===== config.mk =====
export PLATFORM = sky130hd
export DESIGN_NAME = conv2_sum_collector_flat
export DESIGN_NICKNAME = d
export VERILOG_FILES = /design/src/rtl/conv2_sum_collector_if.sv /design/src/rtl/conv2_sum_collector.sv /design/src/flat_wrapper.sv
export SDC_FILE = /design/constraint.sdc
export NUM_CORES = 1
export LEC_CHECK = 0
export CAP_MARGIN = 10
export CORE_MARGIN = 2
export CORE_UTILIZATION = 27
export DETAILED_ROUTE_END_ITERATION = 6
export SLEW_MARGIN = 5
export SYNTH_ARGS = -nofsm -noshare
export SYNTH_HDL_FRONTEND = slang
export SYNTH_SLANG_ARGS = --single-unit
export TNS_END_PERCENT = 20

===== constraint.sdc =====
create_clock -name clk -period 9.8 [get_ports clk]
set_clock_uncertainty 0.05 [all_clocks]
set_input_delay 2.94 -clock clk [delete_from_list [all_inputs] [get_ports clk]]
set_output_delay 2.94 -clock clk [all_outputs]
set_load 0.02 [all_outputs]

===== src/rtl/conv2_sum_collector_if.sv =====
// Adder-chain-to-output-buffer link for the conv layer 2 sum collector.
// One-cycle path: no stall, since every sum_valid is accepted and every write is taken by the buffer.
interface conv2_sum_collector_if #(
  parameter int IN_W   = 18,
  parameter int OUT_W  = 16,
  parameter int ADDR_W = 7
);
  logic                     start;
  logic signed [IN_W-1:0]   sum_in;
  logic                     sum_valid;
  logic                     wr_en;
  logic [ADDR_W-1:0]        wr_addr;
  logic signed [OUT_W-1:0]  wr_data;
  logic                     busy;
  logic                     layer_done;
  logic                     overflow;

  modport master (
    output start, sum_in, sum_valid,
    input  wr_en, wr_addr, wr_data, busy, layer_done, overflow
  );

  modport slave (
    input  start, sum_in, sum_valid,
    output wr_en, wr_addr, wr_data, busy, layer_done, overflow
  );
endinterface


===== src/rtl/conv2_sum_collector.sv =====
// Accumulates NUM_CH channel sums per pixel, scales/saturates to OUT_W, writes pixels in row-major order.
// Write issued 1 cycle after the completing valid; no backpressure, so a valid is accepted every cycle.
module conv2_sum_collector #(
  parameter int IN_W     = 18,
  parameter int OUT_W    = 16,
  parameter int NUM_CH   = 3,
  parameter int OUT_ROWS = 10,
  parameter int OUT_COLS = 10,
  parameter int ADDR_W   = 7,
  parameter int SHIFT    = 0
) (
  input  logic                  clk,
  input  logic                  reset,
  conv2_sum_collector_if.slave  bus
);
  localparam int ACC_W = IN_W + 4;
  localparam int NPIX  = OUT_ROWS * OUT_COLS;

  localparam logic [1:0] IDLE    = 2'd0;
  localparam logic [1:0] COLLECT = 2'd1;
  localparam logic [1:0] DONE    = 2'd2;

  localparam logic signed [OUT_W-1:0] OUT_MAX = {1'b0, {(OUT_W-1){1'b1}}};
  localparam logic signed [OUT_W-1:0] OUT_MIN = {1'b1, {(OUT_W-1){1'b0}}};
  localparam logic signed [ACC_W-1:0] SAT_MAX = {{(ACC_W-OUT_W){1'b0}}, OUT_MAX};
  localparam logic signed [ACC_W-1:0] SAT_MIN = {{(ACC_W-OUT_W){1'b1}}, OUT_MIN};

  localparam logic [3:0]        LAST_CH  = 4'(NUM_CH - 1);
  localparam logic [ADDR_W-1:0] LAST_PIX = ADDR_W'(NPIX - 1);

  logic [1:0]               state;
  logic signed [ACC_W-1:0]  acc;
  logic [3:0]               ch_cnt;
  logic [ADDR_W-1:0]        pix_cnt;

  logic signed [ACC_W-1:0]  pix;
  logic signed [ACC_W-1:0]  shr;
  logic                     sat_hi;
  logic                     sat_lo;
  logic signed [OUT_W-1:0]  sat_val;
  logic                     last_ch;

  always_comb begin
    pix     = acc + $signed({{(ACC_W-IN_W){bus.sum_in[IN_W-1]}}, bus.sum_in});
    shr     = pix >>> SHIFT;
    sat_hi  = shr > SAT_MAX;
    sat_lo  = shr < SAT_MIN;
    sat_val = shr[OUT_W-1:0];
    if (sat_hi) begin
      sat_val = OUT_MAX;
    end else if (sat_lo) begin
      sat_val = OUT_MIN;
    end
    last_ch = (ch_cnt == LAST_CH);
  end

  always_ff @(posedge clk) begin
    if (reset) begin
      state        <= IDLE;
      acc          <= '0;
      ch_cnt       <= '0;
      pix_cnt      <= '0;
      bus.wr_en    <= 1'b0;
      bus.wr_addr  <= '0;
      bus.wr_data  <= '0;
      bus.overflow <= 1'b0;
    end else begin
      bus.wr_en <= 1'b0;
      case (state)
        IDLE: begin
          if (bus.start) begin
            acc          <= '0;
            ch_cnt       <= '0;
            pix_cnt      <= '0;
            bus.overflow <= 1'b0;
            state        <= COLLECT;
          end
        end
        COLLECT: begin
          if (bus.sum_valid) begin
            if (last_ch) begin
              acc         <= '0;
              ch_cnt      <= '0;
              pix_cnt     <= pix_cnt + 1'b1;
              bus.wr_en   <= 1'b1;
              bus.wr_addr <= pix_cnt;
              bus.wr_data <= sat_val;
              if (sat_hi || sat_lo) begin
                bus.overflow <= 1'b1;
              end
              // Last write and DONE land on the same cycle so layer_done aligns with it.
              if (pix_cnt == LAST_PIX) begin
                state <= DONE;
              end
            end else begin
              acc    <= pix;
              ch_cnt <= ch_cnt + 1'b1;
            end
          end
        end
        DONE:    state <= IDLE;
        default: state <= IDLE;
      endcase
    end
  end

  assign bus.busy       = (state == COLLECT);
  assign bus.layer_done = (state == DONE);
endmodule


===== src/flat_wrapper.sv =====
// flat-port wrapper written by rule: the top's interface ports become plain ports
module conv2_sum_collector_flat 
#(
  parameter int IN_W     = 18,
  parameter int OUT_W    = 16,
  parameter int NUM_CH   = 3,
  parameter int OUT_ROWS = 10,
  parameter int OUT_COLS = 10,
  parameter int ADDR_W   = 7,
  parameter int SHIFT    = 0
)
  (clk, reset, bus_start, bus_sum_in, bus_sum_valid, bus_wr_en, bus_wr_addr, bus_wr_data, bus_busy, bus_layer_done, bus_overflow);
  conv2_sum_collector_if #(.IN_W(IN_W), .OUT_W(OUT_W), .ADDR_W(ADDR_W)) bus_i ();
  input  logic clk;
  input  logic reset;
  input wire logic [$bits(bus_i.start)-1:0] bus_start;
  input wire logic [$bits(bus_i.sum_in)-1:0] bus_sum_in;
  input wire logic [$bits(bus_i.sum_valid)-1:0] bus_sum_valid;
  output wire logic [$bits(bus_i.wr_en)-1:0] bus_wr_en;
  output wire logic [$bits(bus_i.wr_addr)-1:0] bus_wr_addr;
  output wire logic [$bits(bus_i.wr_data)-1:0] bus_wr_data;
  output wire logic [$bits(bus_i.busy)-1:0] bus_busy;
  output wire logic [$bits(bus_i.layer_done)-1:0] bus_layer_done;
  output wire logic [$bits(bus_i.overflow)-1:0] bus_overflow;
  assign bus_i.start = bus_start;
  assign bus_i.sum_in = bus_sum_in;
  assign bus_i.sum_valid = bus_sum_valid;
  assign bus_wr_en = bus_i.wr_en;
  assign bus_wr_addr = bus_i.wr_addr;
  assign bus_wr_data = bus_i.wr_data;
  assign bus_busy = bus_i.busy;
  assign bus_layer_done = bus_i.layer_done;
  assign bus_overflow = bus_i.overflow;
  conv2_sum_collector #(.IN_W(IN_W), .OUT_W(OUT_W), .NUM_CH(NUM_CH), .OUT_ROWS(OUT_ROWS), .OUT_COLS(OUT_COLS), .ADDR_W(ADDR_W), .SHIFT(SHIFT)) u_core (.clk(clk), .reset(reset), .bus(bus_i));
endmodule

Yosys cells after proc, flatten, opt, wreduce, memory -nomap -nowiden
Cells that the tools add are included.
{ "classes": {"n_eq_ne": 9, "n_bitwise": 2, "addsub": 3, "magnitude_cmp": 2, "n_reduce_logical": 9, "muxes": 25} }
{ "ops": {"columns": ["cell", "n"], "rows": [
  ["2-to-1 mux 22 bit", 3],
  ["one-hot mux 22 bit (2 select lines)", 1],
  ["2-to-1 mux 16 bit", 2],
  ["adder 22 x 18 -> 22 bit", 1],
  ["greater-than comparator 22 x 16 -> 1 bit (second input constant)", 1],
  ["less-than comparator 22 x 16 -> 1 bit (second input constant)", 1],
  ["2-to-1 mux 7 bit", 3],
  ["one-hot mux 7 bit (2 select lines)", 1],
  ["2-to-1 mux 4 bit", 3],
  ["2-to-1 mux 2 bit", 4],
  ["one-hot mux 4 bit (2 select lines)", 1],
  ["AND reduction 4 bit", 2],
  ["adder 7 x 1 -> 7 bit (second input constant)", 1],
  ["equality test 7 bit (second input constant)", 1],
  ["!= test 2 x 1 -> 1 bit (second input constant)", 3],
  ["AND reduction 3 bit", 2],
  ["2-to-1 mux 1 bit", 5],
  ["AND reduction 5 bit", 1],
  ["adder 4 x 1 -> 4 bit (second input constant)", 1],
  ["equality test 4 x 2 -> 1 bit (second input constant)", 1],
  ["!= test 2 bit (second input constant)", 2],
  ["one-hot mux 2 bit (2 select lines)", 1],
  ["OR reduction 3 bit", 1],
  ["equality test 2 x 1 -> 1 bit (second input constant)", 1],
  ["6 further kinds", 7]
]} }
{ "word_totals": {"output_inout_bits": 27, "input_bits": 22, "register_bits": 60} }

Logic depth before layout (Yosys ltp)
{ "depth": {"word_depth": 7, "ltp_mapped": 13, "depth_no_buf": 12} }

Worst setup path after synthesis
OpenSTA, ideal clock, no wires.
{ "synth_path": {"kind": "input port to flip-flop", "from": "input port bus_sum_in[0]", "to": "register u_core.bus.wr_data[2]", "slack_ps": 4351, "path_buffers": 1, "arrival_ps": 5333, "stages": 13, "setup_ps": 66, "cell_sequence": "ha_1 > inv_1 > fa_1 > nand2b_1 > a21oi_2 > nor2_1 > nor4_2 > or4b_2 > nand3_2 > o41ai_4 > buf_6 > nand2_1 > a21oi_2"} }
{ "synth_via": {"elab_chain_cells": 4} }
{ "synth_rtl": {"columns": ["element", "line_no", "rtl"], "rows": [
  ["start: declaration", "flat_wrapper.sv:17", "input wire logic [$bits(bus_i.sum_in)-1:0] bus_sum_in;"],
  ["adder 22 x 18 -> 22 bit (*)", "conv2_sum_collector.sv:44", "pix = acc + $signed({{(ACC_W-IN_W){bus.sum_in[IN_W-1]}}, bus.sum_in});"],
  ["less-than comparator 22 x 16 -> 1 bit", "conv2_sum_collector.sv:47", "sat_lo = shr < SAT_MIN;"],
  ["2-to-1 mux 16 bit", "conv2_sum_collector.sv:51", "end else if (sat_lo) begin"],
  ["2-to-1 mux 16 bit (*)", "conv2_sum_collector.sv:49", "if (sat_hi) begin"],
  ["end signal: assignment", "conv2_sum_collector.sv:87", "bus.wr_data <= sat_val;"],
  ["end: declaration", "conv2_sum_collector_if.sv:25", "output wr_en, wr_addr, wr_data, busy, layer_done, overflow"]
]} }
Every way passes the cells marked *; elsewhere a longest branch is shown, timed or not.
A chain may end at the register's enable or synchronous reset.

Worst setup path in the final report
{ "layout_path": {"from": "input port bus_sum_in[0]", "to": "register u_core.bus.overflow"} }
{ "layout_via": {"elab_chain_cells": 5} }
{ "layout_rtl": {"columns": ["element", "line_no", "rtl"], "rows": [
  ["adder 22 x 18 -> 22 bit (*)", "conv2_sum_collector.sv:44", null],
  ["greater-than comparator 22 x 16 -> 1 bit or less-than comparator 22 x 16 -> 1 bit (tied branches)", "conv2_sum_collector.sv:46, conv2_sum_collector.sv:47", null],
  ["logical OR 1 bit (*)", "conv2_sum_collector.sv:88", "if (sat_hi || sat_lo) begin"],
  ["!= test 2 x 1 -> 1 bit (no line) (*)", null, null],
  ["AND reduction 5 bit (no line) (*)", null, null],
  ["end signal: assignment", "conv2_sum_collector.sv:66", "bus.overflow <= 1'b0;"],
  ["end signal: assignment", "conv2_sum_collector.sv:75", "bus.overflow <= 1'b0;"],
  ["end signal: assignment", "conv2_sum_collector.sv:89", "bus.overflow <= 1'b1;"],
  ["end: declaration", "conv2_sum_collector_if.sv:25", null]
]} }
Marked as above.

==> results_dict.tcl <==
set metrics [dict create \
    start_util_pct 27.4 \
    power.total_uw 739 \
    hold_buffers 0 \
    crit_arrival_ps 6430 \
    ir_drop_mv 0.0878 \
    cts_setup_buffers 0 \
    ys_async_sr_fraction_pct 0 \
    cts-root-buf "clkbuf_16" \
    worst_slew_pin_slew_ps 1100 \
    synth_top_family_by_area "compound AO/OA/AOI/OAI gates" \
    drtIter0Drc 222 \
    path_max_fanout 16 \
    fillCellCount 1396 \
    gr-usage-all-layers_pct 13.8 \
    slew_violations 0 \
    dpl_cell_area_um2 4190 \
    period_minus_slack_ps 6290 \
    die_x_um 120 \
    ys_types 54 \
    clk_latency_ps 330 \
    max_freq_ghz 0.159 \
    drc_errors 0 \
    portBuffers 48 \
    endpoint_kind "flip-flop" \
    crit_path_start_kind "primary input" \
    grt_max_degree 41 \
    layout-drive-gt1-share_pct 9.45 \
    cts.path.max_buffers 2 \
    via_per_inst 4.96 \
    via_count 3287 \
    synth_top_area_share_pct 33.3 \
    setup_tns_ps 0 \
    synth_common_cells "dfxtp_1, nand2_1, nor2_1" \
    grt_antenna_before_repair 0 \
    drt_pass1_iterations 4 \
    cts_sinks 60 \
    place_hpwl_um 6820 \
    diodes 0 \
    synthXorXnorAreaFrac_pct 5.59 \
    crit_type "primary input to flip-flop" \
    routabilityCongestion 0.908 \
    synth_nets 492 \
    cts_made_buffers 9 \
    synthFlopType "dfxtp_1" \
    nets 529 \
    die_area_um2 14300 \
    synthAdderAreaFrac_pct 8.89 \
    design.core.area_um2 13100 \
    synth_edf_count 0 \
    status "finished clean" \
    synthMuxAreaShare_pct 0.278 \
    netlist_area_um2 3600 \
    ios 49 \
    syn_to_final_growth_pct 25.6 \
    cts_tree "built" \
    overflow 0 \
    synth_compound_area_share_pct 26.5 \
    grt_pass1_wl_um 15800 \
    grt_pass1_vias 3287 \
    cellLeakagePower_nw 1.76 \
    die_h_um 120 \
    synth_top_area_cell "dfxtp_1" \
    totalWireLength_um 9420 \
    wl_per_cell_um 14.2 \
    yosysMostFrequentCell "dfxtp_1" \
    cts_resized 0 \
    h-tree-depth 3 \
    antenna_left 0 \
    rsz0062_at_grt "false" \
    synth-seq-cells 60 \
    path_clk_slew_ps 50 \
    hp-class "flip-flop to flip-flop" \
    hold_violations 0 \
    final_area_um2 4530 \
    rows 42 \
    slew_headroom_pct 26.8 \
    synth_cells 445 \
    setup_viol 0 \
    synth-simple-area-share_pct 20.9 \
    fin_crit_sh_pct 64.2 \
    cp_data_required_time_ps 9940 \
    power_density_nw_per_um2 163 \
    seq_area_frac_synth_pct 33.3 \
    yosys-top-cells-area "dfxtp_1, ha_1, a21oi_1" \
    cap_violations 0 \
    yosysWarningCount 0 \
    synth.avg_cell_area_um2 8.10 \
]
-- power by group --
part           internal (mW)  switching, mW  total, mW
registers              0.254        0.00645      0.261
logic                 0.0558         0.0869      0.143
clock network          0.224          0.111      0.335
-- through the flow --
step	setup WS [ps]	std cells	hold WS, ps	utilization, %
after CTS	3500	662	410	34.3
final	3510	663	408	34.5
after global placement	3270	646	400	31.9
after detailed placement	3170	646	403	31.9
after global routing	3240	663	434	34.5
after floorplan	4350	445	388	-
-- final timing paths --
| kind | cells after the start | to | slack, ps | from |
|---|---|---|---|---|
| setup reg to reg | 12 | u_core.bus.overflow | 6260 | u_core.acc[0] |
| hold / removal | 2 | u_core.bus.wr_addr[6] | 410 | u_core.bus.wr_addr[6] |
| hold reg to reg | 2 | u_core.bus.wr_addr[6] | 410 | u_core.bus.wr_addr[6] |
| setup / recovery | 13 | u_core.bus.overflow | 3510 | bus_sum_in[0] |
-- layout make-up --
type                    count  area, um^2  share of cell area (%)
multi-input cells         351        2240                    49.4
flip-flops and latches     60        1200                    26.5
repair buffers             51         510                    11.3
clock buffers              13         280                    6.19
well taps                 176         220                    4.86
clock inverters             3        42.5                   0.940
inverters                   9        33.8                   0.746
-- sequential cells by signal, indices dropped and copies added (netlist names) --
name,flops
u_core.bus.wr_data,16
u_core.state,2
u_core.bus.overflow,1
u_core.acc,22
u_core.bus.wr_en,1
u_core.bus.wr_addr,7
u_core.pix_cnt,7
u_core.ch_cnt,4
-- layer usage --
metal / global-route usage, % / up-vias / share of wire [%]
met5: 0 / - / 0
met2: 22.6 / 69 / 46
met4: 6.25 / 0 / 1.8
met3: 2.80 / 12 / 5.2
li1: - / 1665 / -
met1: 17.5 / 1541 / 47
-- cells by family after synthesis --
family	after synthesis
AOI/OAI and AO/OA	141
xor gates and xnor gates	23
adders and majority gates	25
buffers and inverters	34
DFF	60
muxes	1
and+or+nand+nor	161
-- worst max-delay path, cell delays in order --
cell,delay (ps)
clkdlybuf4s50_1,470
ha_1,200
inv_1,60
fa_1,390
nand2b_1,190
a21oi_2,230
nor2_1,90
nor4_2,370
or4b_2,200
nand3_2,100
o41ai_4,860
nor3b_1,260
nor3_1,70
-- cell usage in the layout (no fill, tap or decap), types with 4 or more instances in the layout --
cell	Yosys	final
a211oi_1	5	5
a21o_1	10	10
a21oi_1	42	42
a21oi_2	13	13
a22oi_1	18	18
clkbuf_16	0	9
clkbuf_8	0	4
clkdlybuf4s50_1	0	48
dfxtp_1	60	60
ha_1	24	24
inv_1	9	9
nand2_1	56	56
nand2b_1	6	6
nand3_1	8	8
nand4_1	5	5
nor2_1	50	50
nor2b_1	4	4
nor3_1	11	11
o211ai_1	5	5
o21ai_0	26	26
o21ai_1	5	5
xnor2_1	9	9
xor2_1	14	14
Note: power is estimated with default switching activity, not from simulation.
